### config.mk
export PLATFORM = sky130hd
export DESIGN_NAME = alarm_core_multi
export DESIGN_NICKNAME = d
export VERILOG_FILES = /design/src/rtl/alarm_pkg.sv /design/src/rtl/alarm_timer.sv /design/src/rtl/alarm_core_multi.sv
export SDC_FILE = /design/constraint.sdc
export NUM_CORES = 1
export LEC_CHECK = 0
export CORE_MARGIN = 3
export CORE_UTILIZATION = 35
export CTS_BUF_LIST = sky130_fd_sc_hd__clkbuf_2
export CTS_CLUSTER_SIZE = 28
export DETAILED_ROUTE_END_ITERATION = 16
export HOLD_SLACK_MARGIN = 0.12
export PLACE_DENSITY = 0.63
export SYNTH_ARGS = -nofsm -noshare
export SYNTH_HDL_FRONTEND = slang
export SYNTH_SLANG_ARGS = --single-unit
### constraint.sdc
create_clock -name clock -period 2.1 [get_ports clock]
set_clock_uncertainty 0.1 [all_clocks]
set_input_delay 0.315 -clock clock [delete_from_list [all_inputs] [get_ports clock]]
set_output_delay 0.315 -clock clock [all_outputs]
set_load 0.01 [all_outputs]
### src/rtl/alarm_pkg.sv
// alarm_pkg: state codes, parameter indices and default times for the alarm core
package alarm_pkg;
  typedef enum logic [2:0] {
    ARMED       = 3'd0,
    TRIGGERED   = 3'd1,
    SOUND_ALARM = 3'd2,
    DISARMED    = 3'd3,
    DOOR_OPEN   = 3'd4,
    WAIT_ARM    = 3'd5
  } state_t;
  typedef enum logic [1:0] {
    P_ARM       = 2'd0,
    P_DRIVER    = 2'd1,
    P_PASSENGER = 2'd2,
    P_ALARM     = 2'd3
  } param_t;
  localparam int DEF_T_ARM       = 6;
  localparam int DEF_T_DRIVER    = 8;
  localparam int DEF_T_PASSENGER = 15;
  localparam int DEF_T_ALARM     = 10;
endpackage

### src/rtl/alarm_timer.sv
// alarm_timer: 1 s tick prescaler plus loadable seconds countdown
module alarm_timer #(
  parameter int TW     = 4,
  parameter int CLK_HZ = 100_000_000
) (
  input  logic          clock,
  input  logic          reset,
  input  logic          start,
  input  logic          stop,
  input  logic [TW-1:0] value,
  output logic [TW-1:0] counter,
  output logic          expired,
  output logic          tick
);
  localparam int PW = $clog2(CLK_HZ + 1);
  localparam logic [PW-1:0] PMAX = PW'(CLK_HZ - 1);
  logic [PW-1:0] presc_q;
  logic [TW-1:0] cnt_q;
  logic          run_q;
  assign tick    = presc_q == PMAX;
  assign expired = run_q && cnt_q == '0;
  assign counter = cnt_q;
  // prescaler realigns on every load so the first second is a full second
  always_ff @(posedge clock) begin
    if (reset) begin
      presc_q <= '0;
      cnt_q   <= '0;
      run_q   <= 1'b0;
    end else begin
      presc_q <= (start || tick) ? '0 : presc_q + 1'b1;
      cnt_q   <= start ? value : stop ? '0 : (tick && run_q && cnt_q != '0) ? cnt_q - 1'b1 : cnt_q;
      run_q   <= start | (run_q & ~stop);
    end
  end
endmodule

### src/rtl/alarm_core_multi.sv
// alarm_core_multi: multi-door car alarm FSM with reprogrammable timings
module alarm_core_multi
  import alarm_pkg::*;
#(
  parameter int N_DOORS = 4,
  parameter int TW      = 4,
  parameter int CLK_HZ  = 100_000_000
) (
  input  logic               clock,
  input  logic               reset,
  input  logic               ignition,
  input  logic [N_DOORS-1:0] doors,
  input  logic               reprogram,
  input  logic [1:0]         param_sel,
  input  logic [TW-1:0]      param_value,
  output logic [2:0]         estado,
  output logic [TW-1:0]      counter,
  output logic [N_DOORS-1:0] trig_mask,
  output logic               siren_en,
  output logic               status
);
  state_t             state_q, state_d;
  logic [N_DOORS-1:0] mask_q, mask_d;
  logic [TW-1:0]      t_q [4];
  logic [TW-1:0]      load_val;
  logic               rep_q, rep_edge, any_open;
  logic               start, stop, expired, tick;
  logic               siren_q, siren_d, status_q, status_d;
  assign rep_edge  = reprogram & ~rep_q;
  assign any_open  = |doors;
  assign estado    = state_q;
  assign trig_mask = mask_q;
  assign siren_en  = siren_q;
  assign status    = status_q;
  alarm_timer #(.TW(TW), .CLK_HZ(CLK_HZ)) u_timer (
    .clock   (clock),
    .reset   (reset),
    .start   (start),
    .stop    (stop),
    .value   (load_val),
    .counter (counter),
    .expired (expired),
    .tick    (tick)
  );
  // reprogram edge detector and time registers; a zero write is discarded
  always_ff @(posedge clock) begin
    if (reset) begin
      rep_q            <= 1'b0;
      t_q[P_ARM]       <= TW'(DEF_T_ARM);
      t_q[P_DRIVER]    <= TW'(DEF_T_DRIVER);
      t_q[P_PASSENGER] <= TW'(DEF_T_PASSENGER);
      t_q[P_ALARM]     <= TW'(DEF_T_ALARM);
    end else begin
      rep_q <= reprogram;
      if (rep_edge && param_value != '0) t_q[param_sel] <= param_value;
    end
  end
  // state and registered outputs
  always_ff @(posedge clock) begin
    if (reset) begin
      state_q  <= ARMED;
      mask_q   <= '0;
      siren_q  <= 1'b0;
      status_q <= 1'b0;
    end else begin
      state_q  <= state_d;
      mask_q   <= mask_d;
      siren_q  <= siren_d;
      status_q <= status_d;
    end
  end
  // next state, timer control and intrusion mask; reprogram overrides everything
  always_comb begin
    state_d  = state_q;
    mask_d   = mask_q;
    start    = 1'b0;
    stop     = 1'b0;
    load_val = t_q[P_ALARM];
    case (state_q)
      ARMED: if (any_open) begin
        state_d  = TRIGGERED;
        start    = 1'b1;
        load_val = doors[0] ? t_q[P_DRIVER] : t_q[P_PASSENGER];
        mask_d   = doors;
      end
      TRIGGERED: begin
        mask_d = mask_q | doors;
        if (ignition) begin
          state_d = DISARMED;
          stop    = 1'b1;
        end else if (expired) begin
          state_d = SOUND_ALARM;
          start   = 1'b1;
        end
      end
      SOUND_ALARM: if (ignition) begin
        state_d = DISARMED;
        stop    = 1'b1;
      end else if (expired && any_open) begin
        start = 1'b1;
      end else if (expired) begin
        state_d = ARMED;
        stop    = 1'b1;
        mask_d  = '0;
      end
      DISARMED: if (!ignition && doors[0]) state_d = DOOR_OPEN;
      DOOR_OPEN: if (ignition) begin
        state_d = DISARMED;
      end else if (!any_open) begin
        state_d  = WAIT_ARM;
        start    = 1'b1;
        load_val = t_q[P_ARM];
      end
      WAIT_ARM: if (ignition) begin
        state_d = DISARMED;
        stop    = 1'b1;
      end else if (any_open) begin
        state_d = DOOR_OPEN;
        stop    = 1'b1;
      end else if (expired) begin
        state_d = ARMED;
        stop    = 1'b1;
        mask_d  = '0;
      end
      default: begin
        state_d = ARMED;
        stop    = 1'b1;
        mask_d  = '0;
      end
    endcase
    if (rep_edge) begin
      state_d = ARMED;
      start   = 1'b0;
      stop    = 1'b1;
      mask_d  = '0;
    end
  end
  // siren and status LED follow the state being entered
  always_comb begin
    siren_d  = state_d == SOUND_ALARM;
    status_d = (state_d == TRIGGERED || state_d == SOUND_ALARM) ? 1'b1 :
               (state_d == ARMED && state_q == ARMED) ? status_q ^ tick : 1'b0;
  end
endmodule

==> summary.md, run 1 <==
| Metric | Value |
|---|---|
| Diode count | 0 |
| Crit path capture type | register |
| Top cell family by delay on the critical path | simple AND/OR/NAND/NOR gates |
| Pwr dens | 630 nW/µm² |
| Via count | between 2000 and 2500 |
| Sw Ratio | between 20% and 30% |
| Die height | just under 100 µm |
| Number of detailed-route iterations in the first pass | 4 |
| Mean Syn Cell Area | between 9 and 10 µm² |
| Total track usage | between 10% and 20% |
| Flops & latches, synth | 58 |
| Residual DRC count | 0 |
| Launch point of the worst path | u_timer.presc_q[17] |
| Crit-path max cell delay | ~0.52 ns |
| Remaining Overflow, GRT | 0 |
| FMAX | 0.449 GHz |
| Setup_tns | -2.60 ns |
| Setup slack after layout | -0.126 ns |
| CP max FO | 3 |
| Total CTS buffers | 9 |
| Top cell type's share of synthesized area | between 20% and 30% |
| Worst path cell trace | or4b_4 > or3_4 > or3_4 > xnor2_2 > a22oi_2 > a211oi_2 |
| Synth warn | 0 |
| Final Util | about half |
| Area Growth Syn to Fin | 32.3% |
| # Max-Cap Violations | 0 |
| VDD IR-drop max | 0.000244 V |
| Tmin final | around 2.2 ns |
| Buf/Inv on CP | 0 |
| Final Cycle Share | 106% |
| Initial antenna violation count | 0 |
| Post-synth EDFFs | 16 |
| Worst Tran Pin Value | 0.614 ns |
| Routability cong. | ~0.84 |
| Die width | slightly below 100 µm |
| Comb power frac | 15.3% |
| Fraction of final layout cells sized beyond drive strength 1 | a little over a quarter |
| Core Region | ~7800 µm² |
| Failing checks | setup timing |
| DPL Wire Length | about 4500 µm |
| Worst r2r dst | status |
| # fillers | between 700 and 800 |
| Clock sink count | just under 60 |
| Detailed Route Iter0 Violations | 59 |
| Total power | around 2.4 mW |
| Most used cell, CP | or3_4 |
| Largest area contributor in the netlist | dfxtp_1 |
| Multi-input gate area | ~1600 µm² |
| Most frequent cells after synthesis | nor2_1 (44), dfxtp_1 (42), nand2_1 (18) |
| CP startpoint kind | register |
| Worst setup endpoint | status |
| P_int | 1.77 mW |
| I/O pins | 27 |
| CP required | between 2 and 2.5 ns |
| Ranking of synthesized cells by area | dfxtp_1 (29%), edfxtp_1 (17%), nor2_1 (5.8%) |
| Crit path DAT | roughly 2.5 ns |
| Net Switching | roughly 0.62 mW |
| Lkg Pwr | 1.39 nW |
| Vias in the first global route | between 2000 and 2500 |
| Final Cell Area | roughly 3800 µm² |
| Top-count cell post-synth | nor2_1 |
| Num rows | 32 |
| Reg2Reg Depth | 6 |
| First-pass GRT wire length | between 10000 and 15000 µm |
| RSZ-0062 raised after global routing | yes |
| Routed length per placed instance | 12.4 µm |
| Final wirelength | between 6000 and 7000 µm |
| Hold path start | reprogram |
| Crit Path Category | reg2reg |
| Final Max Tran Viols | 0 |
| CTS tree | done |
| Post-DRT Antenna Nets | 0 |
| Rel. slew slack | ~60% |
| Worst min path class | in2reg |
| R2R Path Start | u_timer.presc_q[17] |
| Final Hold Vio Count | 0 |
| # setup viols final | 29 |
| Vias per cell | between 4 and 5 |
| Status | complete, but fails checks |
| Top_reg_cell synth | dfxtp_1 |
| Clock share of power | ~34% |
| Sequential share of power | between 50% and 60% |
| Initial core utilization | a little over a third |
| Final-stage net count | 394 |
| Fraction of the yosys area taken by sequential cells | 46.1% |
| Total die area | a little over 9000 µm² |
| Worst path slowest cell | or4b_4 |
| Clock buffer depth | 2 |
| Insertion delay to the later sink of the worst-skew pair | between 0.4 and 0.5 ns |
| # port buffers | 26 |
| Register area | around 1300 µm² |
| Library cells used by synthesis | 56 |
| Reg clk slew, reported paths | around 0.17 ns |
| Post-Place Cell Area | approximately 3600 µm² |
| Clk root buf | clkbuf_2 |
| Mapped Nets | 319 |
| Cells after synthesis | between 300 and 400 |
| Reg2reg setup slack | -0.13 ns |
| Stages on worst setup path | 6 |
| Hold_buf cts | 0 |
| Synth Cell Area | between 2000 and 3000 µm² |
| H-tree Lvls | 3 |
| Largest net degree at the start of global routing | 27 |
| Ys async rst share | 0% |
worst min path at each step:
stage,to,slack [ns],cells after the start
finish,rep_q,0.34,2
global route,rep_q,0.31,2
CTS,rep_q,0.29,2
detailed placement,trig_mask[2],0.37,1
global placement,trig_mask[0],0.37,1
floorplan,estado[1],0.29,1
worst register-to-register path: stages, from the launching register on:
cell      delay (ns)
dfxtp_2         0.35
or4b_4          0.52
or3_4           0.37
or3_4           0.40
xnor2_2         0.15
a22oi_2         0.07
a211oi_2        0.18
power by group through the flow:
stage          registers [mW]  logic, mW  clock network, mW
2_1_floorplan            1.24      0.169                  0
3_3_place_gp             1.24      0.341                  0
3_5_place_dp             1.24      0.346                  0
4_1_cts                  1.21      0.349              0.841
5_1_grt                  1.22      0.399              0.882
6_report                 1.22      0.365              0.810
cells by family after synthesis:
logic type | Yosys count | share of synthesized area (%)
compound gates | 40 | 9.82
fa+ha+maj | 3 | 1.31
flops | 58 | 46.1
mux | 5 | 1.75
buf+inv | 15 | 2.49
xor+xnor | 28 | 8.81
simple gates | 153 | 29.8
final cells by class:
| type | instances | share of cell area [%] |
|---|---|---|
| tap | 102 | 3.36 |
| inverter | 7 | 0.692 |
| sequential | 58 | 35.0 |
| timing repair buffer | 72 | 16.3 |
| clock inverter | 7 | 2.47 |
| multi-input combinational | 229 | 41.0 |
| clock buffer | 9 | 1.19 |
per-stage QoR:
stage / hold WS (ns) / setup WS [ns] / std cells
after floorplan: 0.294 / -0.0748 / 302
after global placement: 0.365 / -0.398 / 468
after detailed placement: 0.371 / -0.432 / 468
after CTS: 0.295 / -0.125 / 484
after global routing: 0.315 / -0.226 / 484
final: 0.343 / -0.126 / 484
what timing repair did:
action                                 CTS  global route
setup endpoints to repair               32            39
setup buffers                            0             1
resized for setup                        2            20
endpoints found under the hold margin    0             0
pin swaps                                1            11
layout by cell type, fill, tap and decap left out, drive strengths merged, types with 5 or more instances in the layout:
cell           count
xnor2             15
mux2i              5
or2                8
clkbuf             9
a21oi              8
nand2             18
nor2              44
and3               6
o22ai              7
and2               9
inv                7
o21ai              5
edfxtp            16
nand2b            13
nand3             10
buf               46
dfxtp             42
nor3              12
xor2              13
nor4               6
clkdlybuf4s50     26
metal layers:
layer | vias to the layer above | wire length (µm) | global-route usage (%)
met5 | - | 0 | 0
met4 | 0 | 68 | 5.96
met3 | 6 | 203 | 2.71
met2 | 35 | 2750 | 21.3
met1 | 1121 | 2990 | 19.0
li1 | 1225 | - | -
flip-flops by register name, indices dropped and copies added, names as in the netlist:
name and count:
t_q 16, estado 3, rep_q 1, u_timer.counter 4, u_timer.run_q 1, trig_mask 4
status 1, u_timer.presc_q 27, siren_en 1
Note: power is estimated with default switching activity, not from simulation.
==> inputs of run 2 (changes only) <==
CTS_CLUSTER_DIAMETER = 150   (was default)
==> results of run 2 <==
The final DEF is identical to that of run 1; final timing and power are the same.
